$ cat config.mk
export PLATFORM = sky130hd
export DESIGN_NAME = seg_scan_5dig
export DESIGN_NICKNAME = d
export VERILOG_FILES = /design/src/rtl/seg_scan_5dig.sv
export SDC_FILE = /design/constraint.sdc
export NUM_CORES = 1
export LEC_CHECK = 0
export CORE_MARGIN = 3
export CORE_UTILIZATION = 45
export CTS_CLUSTER_SIZE = 16
export DETAILED_ROUTE_END_ITERATION = 10
export PLACE_DENSITY = 0.78
export SLEW_MARGIN = 20
export SYNTH_ARGS = -nofsm -noshare
export SYNTH_HDL_FRONTEND = slang
export SYNTH_SLANG_ARGS = --single-unit
$ cat constraint.sdc
create_clock -name sys_clk -period 3.36 [get_ports sys_clk]
set_clock_uncertainty 0.15 [all_clocks]
set_input_delay 0.336 -clock sys_clk [delete_from_list [all_inputs] [get_ports sys_clk]]
set_output_delay 0.336 -clock sys_clk [all_outputs]
set_load 0.05 [all_outputs]
$ cat src/rtl/seg_scan_5dig.sv
// seg_scan_5dig: clamps a binary value to 99999, converts it to BCD with a sequential
// double-dabble engine, and time-multiplexes five active-low 7-segment digits.
module seg_scan_5dig #(
   parameter int unsigned SCAN_DIV = 50000,
   parameter bit          BLANK_LZ = 1'b1
) (
   input  logic        sys_clk,
   input  logic        sys_rst_n,
   input  logic [16:0] data_in,
   input  logic        data_valid,
   input  logic [4:0]  point,
   input  logic        disp_en,
   output logic        busy,
   output logic [4:0]  seg_sel,
   output logic [7:0]  seg_led
);

   localparam int unsigned   CW      = $clog2(SCAN_DIV);
   localparam logic [CW-1:0] CNT_MAX = CW'(SCAN_DIV - 1);
   localparam logic [16:0]   MAX_VAL = 17'd99999;

   typedef enum logic [1:0] {
      ST_IDLE,
      ST_LOAD,
      ST_SHIFT,
      ST_COMMIT
   } state_t;

   state_t        state_q;
   logic [16:0]   bin_q;
   logic [19:0]   bcd_q;
   logic [19:0]   bcd_adj;
   logic [4:0]    pt_lat_q;
   logic [4:0]    sh_cnt_q;
   logic          pend_q;
   logic [16:0]   pend_val_q;
   logic [4:0]    pend_pt_q;
   logic          busy_q;
   logic [19:0]   disp_bcd_q;
   logic [4:0]    disp_pt_q;

   logic [CW-1:0] scan_cnt_q, scan_cnt_d;
   logic [2:0]    idx_q, idx_d;
   logic [4:0]    seg_sel_q, seg_sel_d;
   logic [7:0]    seg_led_q, seg_led_d;
   logic [3:0]    nib;
   logic [4:0]    lz;
   logic          blank;

   function automatic logic [16:0] clamp17(input logic [16:0] v);
      return (v > MAX_VAL) ? MAX_VAL : v;
   endfunction

   function automatic logic [6:0] seg7(input logic [3:0] d);
      case (d)
         4'd0:    return 7'h40;
         4'd1:    return 7'h79;
         4'd2:    return 7'h24;
         4'd3:    return 7'h30;
         4'd4:    return 7'h19;
         4'd5:    return 7'h12;
         4'd6:    return 7'h02;
         4'd7:    return 7'h78;
         4'd8:    return 7'h00;
         4'd9:    return 7'h10;
         default: return 7'h7F;
      endcase
   endfunction

   always_comb begin
      bcd_adj = bcd_q;
      for (int unsigned i = 0; i < 5; i++) begin
         if (bcd_q[4*i +: 4] >= 4'd5) bcd_adj[4*i +: 4] = bcd_q[4*i +: 4] + 4'd3;
      end
   end

   always_ff @(posedge sys_clk) begin
      if (!sys_rst_n) begin
         state_q    <= ST_IDLE;
         bin_q      <= '0;
         bcd_q      <= '0;
         pt_lat_q   <= '0;
         sh_cnt_q   <= '0;
         pend_q     <= 1'b0;
         pend_val_q <= '0;
         pend_pt_q  <= '0;
         busy_q     <= 1'b0;
         disp_bcd_q <= '0;
         disp_pt_q  <= '0;
      end else begin
         // Any strobe outside IDLE lands in the pending slot; COMMIT below consumes it.
         if (state_q != ST_IDLE && data_valid) begin
            pend_q     <= 1'b1;
            pend_val_q <= clamp17(data_in);
            pend_pt_q  <= point;
         end
         case (state_q)
            ST_IDLE: begin
               if (data_valid) begin
                  bin_q    <= clamp17(data_in);
                  pt_lat_q <= point;
                  busy_q   <= 1'b1;
                  state_q  <= ST_LOAD;
               end
            end
            ST_LOAD: begin
               bcd_q    <= '0;
               sh_cnt_q <= '0;
               state_q  <= ST_SHIFT;
            end
            ST_SHIFT: begin
               bcd_q    <= {bcd_adj[18:0], bin_q[16]};
               bin_q    <= {bin_q[15:0], 1'b0};
               sh_cnt_q <= sh_cnt_q + 5'd1;
               if (sh_cnt_q == 5'd16) state_q <= ST_COMMIT;
            end
            ST_COMMIT: begin
               disp_bcd_q <= bcd_q;
               disp_pt_q  <= pt_lat_q;
               pend_q     <= 1'b0;
               if (data_valid) begin
                  bin_q    <= clamp17(data_in);
                  pt_lat_q <= point;
                  state_q  <= ST_LOAD;
               end else if (pend_q) begin
                  bin_q    <= pend_val_q;
                  pt_lat_q <= pend_pt_q;
                  state_q  <= ST_LOAD;
               end else begin
                  busy_q  <= 1'b0;
                  state_q <= ST_IDLE;
               end
            end
            default: state_q <= ST_IDLE;
         endcase
      end
   end

   // Outputs are computed from the post-edge index so seg_sel and seg_led switch together.
   always_comb begin
      scan_cnt_d = scan_cnt_q + 1'b1;
      idx_d      = idx_q;
      if (scan_cnt_q == CNT_MAX) begin
         scan_cnt_d = '0;
         idx_d      = (idx_q == 3'd4) ? 3'd0 : idx_q + 3'd1;
      end
      lz[4] = (disp_bcd_q[19:16] == 4'd0);
      lz[3] = lz[4] && (disp_bcd_q[15:12] == 4'd0);
      lz[2] = lz[3] && (disp_bcd_q[11:8] == 4'd0);
      lz[1] = lz[2] && (disp_bcd_q[7:4] == 4'd0);
      lz[0] = lz[1] && (disp_bcd_q[3:0] == 4'd0);
      case (idx_d)
         3'd1:    nib = disp_bcd_q[7:4];
         3'd2:    nib = disp_bcd_q[11:8];
         3'd3:    nib = disp_bcd_q[15:12];
         3'd4:    nib = disp_bcd_q[19:16];
         default: nib = disp_bcd_q[3:0];
      endcase
      blank     = BLANK_LZ && (idx_d != 3'd0) && lz[idx_d];
      seg_sel_d = '1;
      seg_led_d = '1;
      if (disp_en) begin
         seg_sel_d = ~(5'b00001 << idx_d);
         seg_led_d = {~disp_pt_q[idx_d], blank ? 7'h7F : seg7(nib)};
      end
   end

   always_ff @(posedge sys_clk) begin
      if (!sys_rst_n) begin
         scan_cnt_q <= '0;
         idx_q      <= '0;
         seg_sel_q  <= '1;
         seg_led_q  <= '1;
      end else begin
         scan_cnt_q <= scan_cnt_d;
         idx_q      <= idx_d;
         seg_sel_q  <= seg_sel_d;
         seg_led_q  <= seg_led_d;
      end
   end

   assign busy    = busy_q;
   assign seg_sel = seg_sel_q;
   assign seg_led = seg_led_q;

endmodule

==> run metrics <==
status=finished, final reports clean; commonest cells in the netlist=130 x dfxtp_1, 108 x nor2_1, 56 x nand2_1, 47 x a21oi_1, 37 x mux2i_1; DR vias=5380; Vias/cell=roughly 5.6; crit path launch type=flip-flop; min setup slack post-route=0.0825 ns; WP data arrival=~3.4 ns; Worst-Margin Slew=between 0.7 and 0.8 ns; Synthesized Nets=766; period utilization=0.975; Slowest-stage cell, CP=or4b_1; CP Max Fanout=14; Root Driver=clkbuf_16; clk sinks=130; largest cells by area after synthesis=dfxtp_1 42%, nor2_1 6.5%, mux2i_1 5.9%, ha_1 4.2%, a21oi_1 3.8%; GPL Wtd Cong=around 0.84; clock slew at reported path FFs=0.06 ns; share of layout cells above drive strength 1=0.139; worst path buffer plus inverter count=3; number of synthesized flops with an enable pin=0; #FFs+latches synth=130; Die Y=between 100 and 150 um; # hold bufs at CTS=0; Cell Area, Placed=just under 0.007 mm^2; detailed placement HPWL=9380 um; mapped cell area=0.00625 mm^2; final setup violation count=0; Max Slew Vio Count=0; Max-slew headroom=0.469; Primary FF master, synth=dfxtp_1; Ant. Diodes=0; H-tree depth=4; Layout fillers=1145; CP endpoint=seg_led[6]; Setup Crit Path Kind=reg -> reg; IO Port Bufs=39; CP Launch Point=scan_cnt_q[11]; fraction of registers with async set/reset=0; io pins=40; Register Area=0.00260 mm^2; Mapped Cells=719; final hold vios=0; Initial Util=0.467; worst endpoint required time=around 3.5 ns; antenna-violating nets left=0; Row Count=42; Pwr Density=620 mW/mm^2; area of the multi-input gates=approximately 0.0034 mm^2; largest net degree at the start of global routing=39; CTS buffer count=17; CTS tree=built; nets=820; first-pass GRT wire length=23400 um; P_leak=between 2 and 3 nW; area share of the largest cell type after synthesis=0.416; critical path capture point type=flip-flop; Syn Area/Cell=8.70 um^2; reg2reg path depth=11; DRC violations left=0; Die Area=0.0153 mm^2; Final Cell Area=0.00760 mm^2; die width=124 um; Clock Tree Buf Depth=2; Synth-to-Final Area Change=21.5%; CP top delay family=simple AND/OR/NAND/NOR gates; Crit path top cell by count=buf_4; DRT Pass-1 Iters=8; Synth Warn #=0; min-delay worst type=reg -> reg; minimum clock period=approximately 3.3 ns; register area share after synthesis=0.416; worst reg2reg path startpoint=scan_cnt_q[11]; Place WS=-0.0251 ns; gr usage total=0.191; Crit Reg-Reg Endpoint=seg_led[6]; leading area contributor after synthesis=dfxtp_1; count leader, synth=dfxtp_1; clk_lat worst skew=0.42 ns; drt wl/cell=14.7 um; reg-to-reg slack, setup=0.08 ns; maximum vdd drop=393 uV; Initial DRC Count=338; hold_ws=0.304 ns; critical path depth in cells=11; CP max stage delay=0.52 ns; GR Overflow Total=0; crit-path cells=or4b_1 -> or4_4 -> buf_12 -> mux2i_4 -> buf_4 -> nor3_2 -> buf_4 -> nor2_1 -> o221a_2 -> nor3_1 -> o31ai_2; Placeable Area=0.0134 mm^2; fmax=305 MHz; Synth cell types=71; initial antenna violation count=0; Max-cap violations=0; vias in the first global route=5083; final wirelength=14100 um
==> power breakdown <==
part           switching [mW]  leakage (nW)  internal (mW)
combinational           0.739          1.49          0.433
clock                   0.651         0.265           1.04
sequential              0.106          1.06           1.74
==> what timing repair did <==
item                       in CTS  in global routing
resized for setup               2                 14
setup buffers                   0                  3
pin swaps                       0                  8
setup endpoints to repair       4                  7
gates cloned                    0                  0
hold endpoints to repair        0                  0
==> cell families (layout without fill, tap and decap cells) <==
family / Yosys count / after routing / synth area share
mux: 45 / 45 / 0.0814
xor+xnor: 25 / 25 / 0.0350
simple gates: 252 / 252 / 0.190
buf+inv: 72 / 137 / 0.0456
compound gates: 174 / 174 / 0.190
fa+ha+maj: 21 / 21 / 0.0420
flops: 130 / 130 / 0.416
==> cells in the final DEF (no fill, tap or decap), types with 6 or more instances in the layout <==
cell	count
nor2_1	107
o31ai_1	6
xor2_1	17
a21oi_1	46
clkbuf_16	17
nand2b_1	7
buf_4	38
a22oi_1	9
and3_1	6
nand3_1	20
o21ai_0	23
a31oi_1	7
a222oi_1	7
inv_1	25
ha_1	19
nand2_1	56
a211oi_1	22
nor3_1	14
xnor2_1	8
mux2i_1	37
clkdlybuf4s50_1	39
dfxtp_1	130
o211ai_1	9
==> worst min path at each step <==
stage,end,slack (ns),depth (start not counted),from
floorplan,scan_cnt_q[0],0.26,1,scan_cnt_q[0]
global placement,scan_cnt_q[0],0.28,1,scan_cnt_q[0]
detailed placement,scan_cnt_q[0],0.29,1,scan_cnt_q[0]
CTS,scan_cnt_q[0],0.30,1,scan_cnt_q[0]
global route,pend_val_q[14],0.32,2,pend_val_q[14]
finish,pend_val_q[5],0.30,2,pend_val_q[5]
==> area by class of cell <==
cell class,count,share of cell area
clock buffer,21,0.0606
timing repair buffer,78,0.0916
tap,176,0.0290
clock inverter,9,0.0109
inverter,29,0.0143
multi-input combinational,517,0.451
sequential,130,0.343
==> sequential cells by signal (all words and copies together) (netlist names) <==
signal	count
disp_pt_q	5
bin_q	17
seg_led	8
disp_bcd_q	20
idx_q	3
pend_q	1
pend_val_q	17
seg_sel	5
sh_cnt_q	5
bcd_q	20
busy	1
pend_pt_q	5
state_q	2
scan_cnt_q	16
pt_lat_q	5
==> metal layers <==
layer / vias up / wire (um) / share of wire / GRT usage
li1: 2674 / - / - / -
met1: 2535 / 6590 / 0.47 / 0.239
met2: 136 / 6580 / 0.47 / 0.307
met3: 35 / 588 / 0.042 / 0.0454
met4: 0 / 377 / 0.027 / 0.0969
met5: - / 0 / 0 / 0
==> through the flow <==
stage               power, mW  cells   util  setup TNS (ns)
floorplan                2.71    719      -               0
global placement         3.02    927  0.520               0
detailed placement       3.03    927  0.520         -0.0507
CTS                      4.73    957  0.561               0
global route             4.97    960  0.567         -0.0195
finish                   4.71    960  0.567               0
==> worst reg2reg max path, delay by kind of cell, from the launching register on <==
family / cells / cell delay (ns)
and+or+nand+nor: 5 / 1.59
buffers and inverters: 3 / 0.48
AOI/OAI and AO/OA: 2 / 0.41
DFF: 1 / 0.32
muxes: 1 / 0.18
Power figures use the tool's default switching activity.
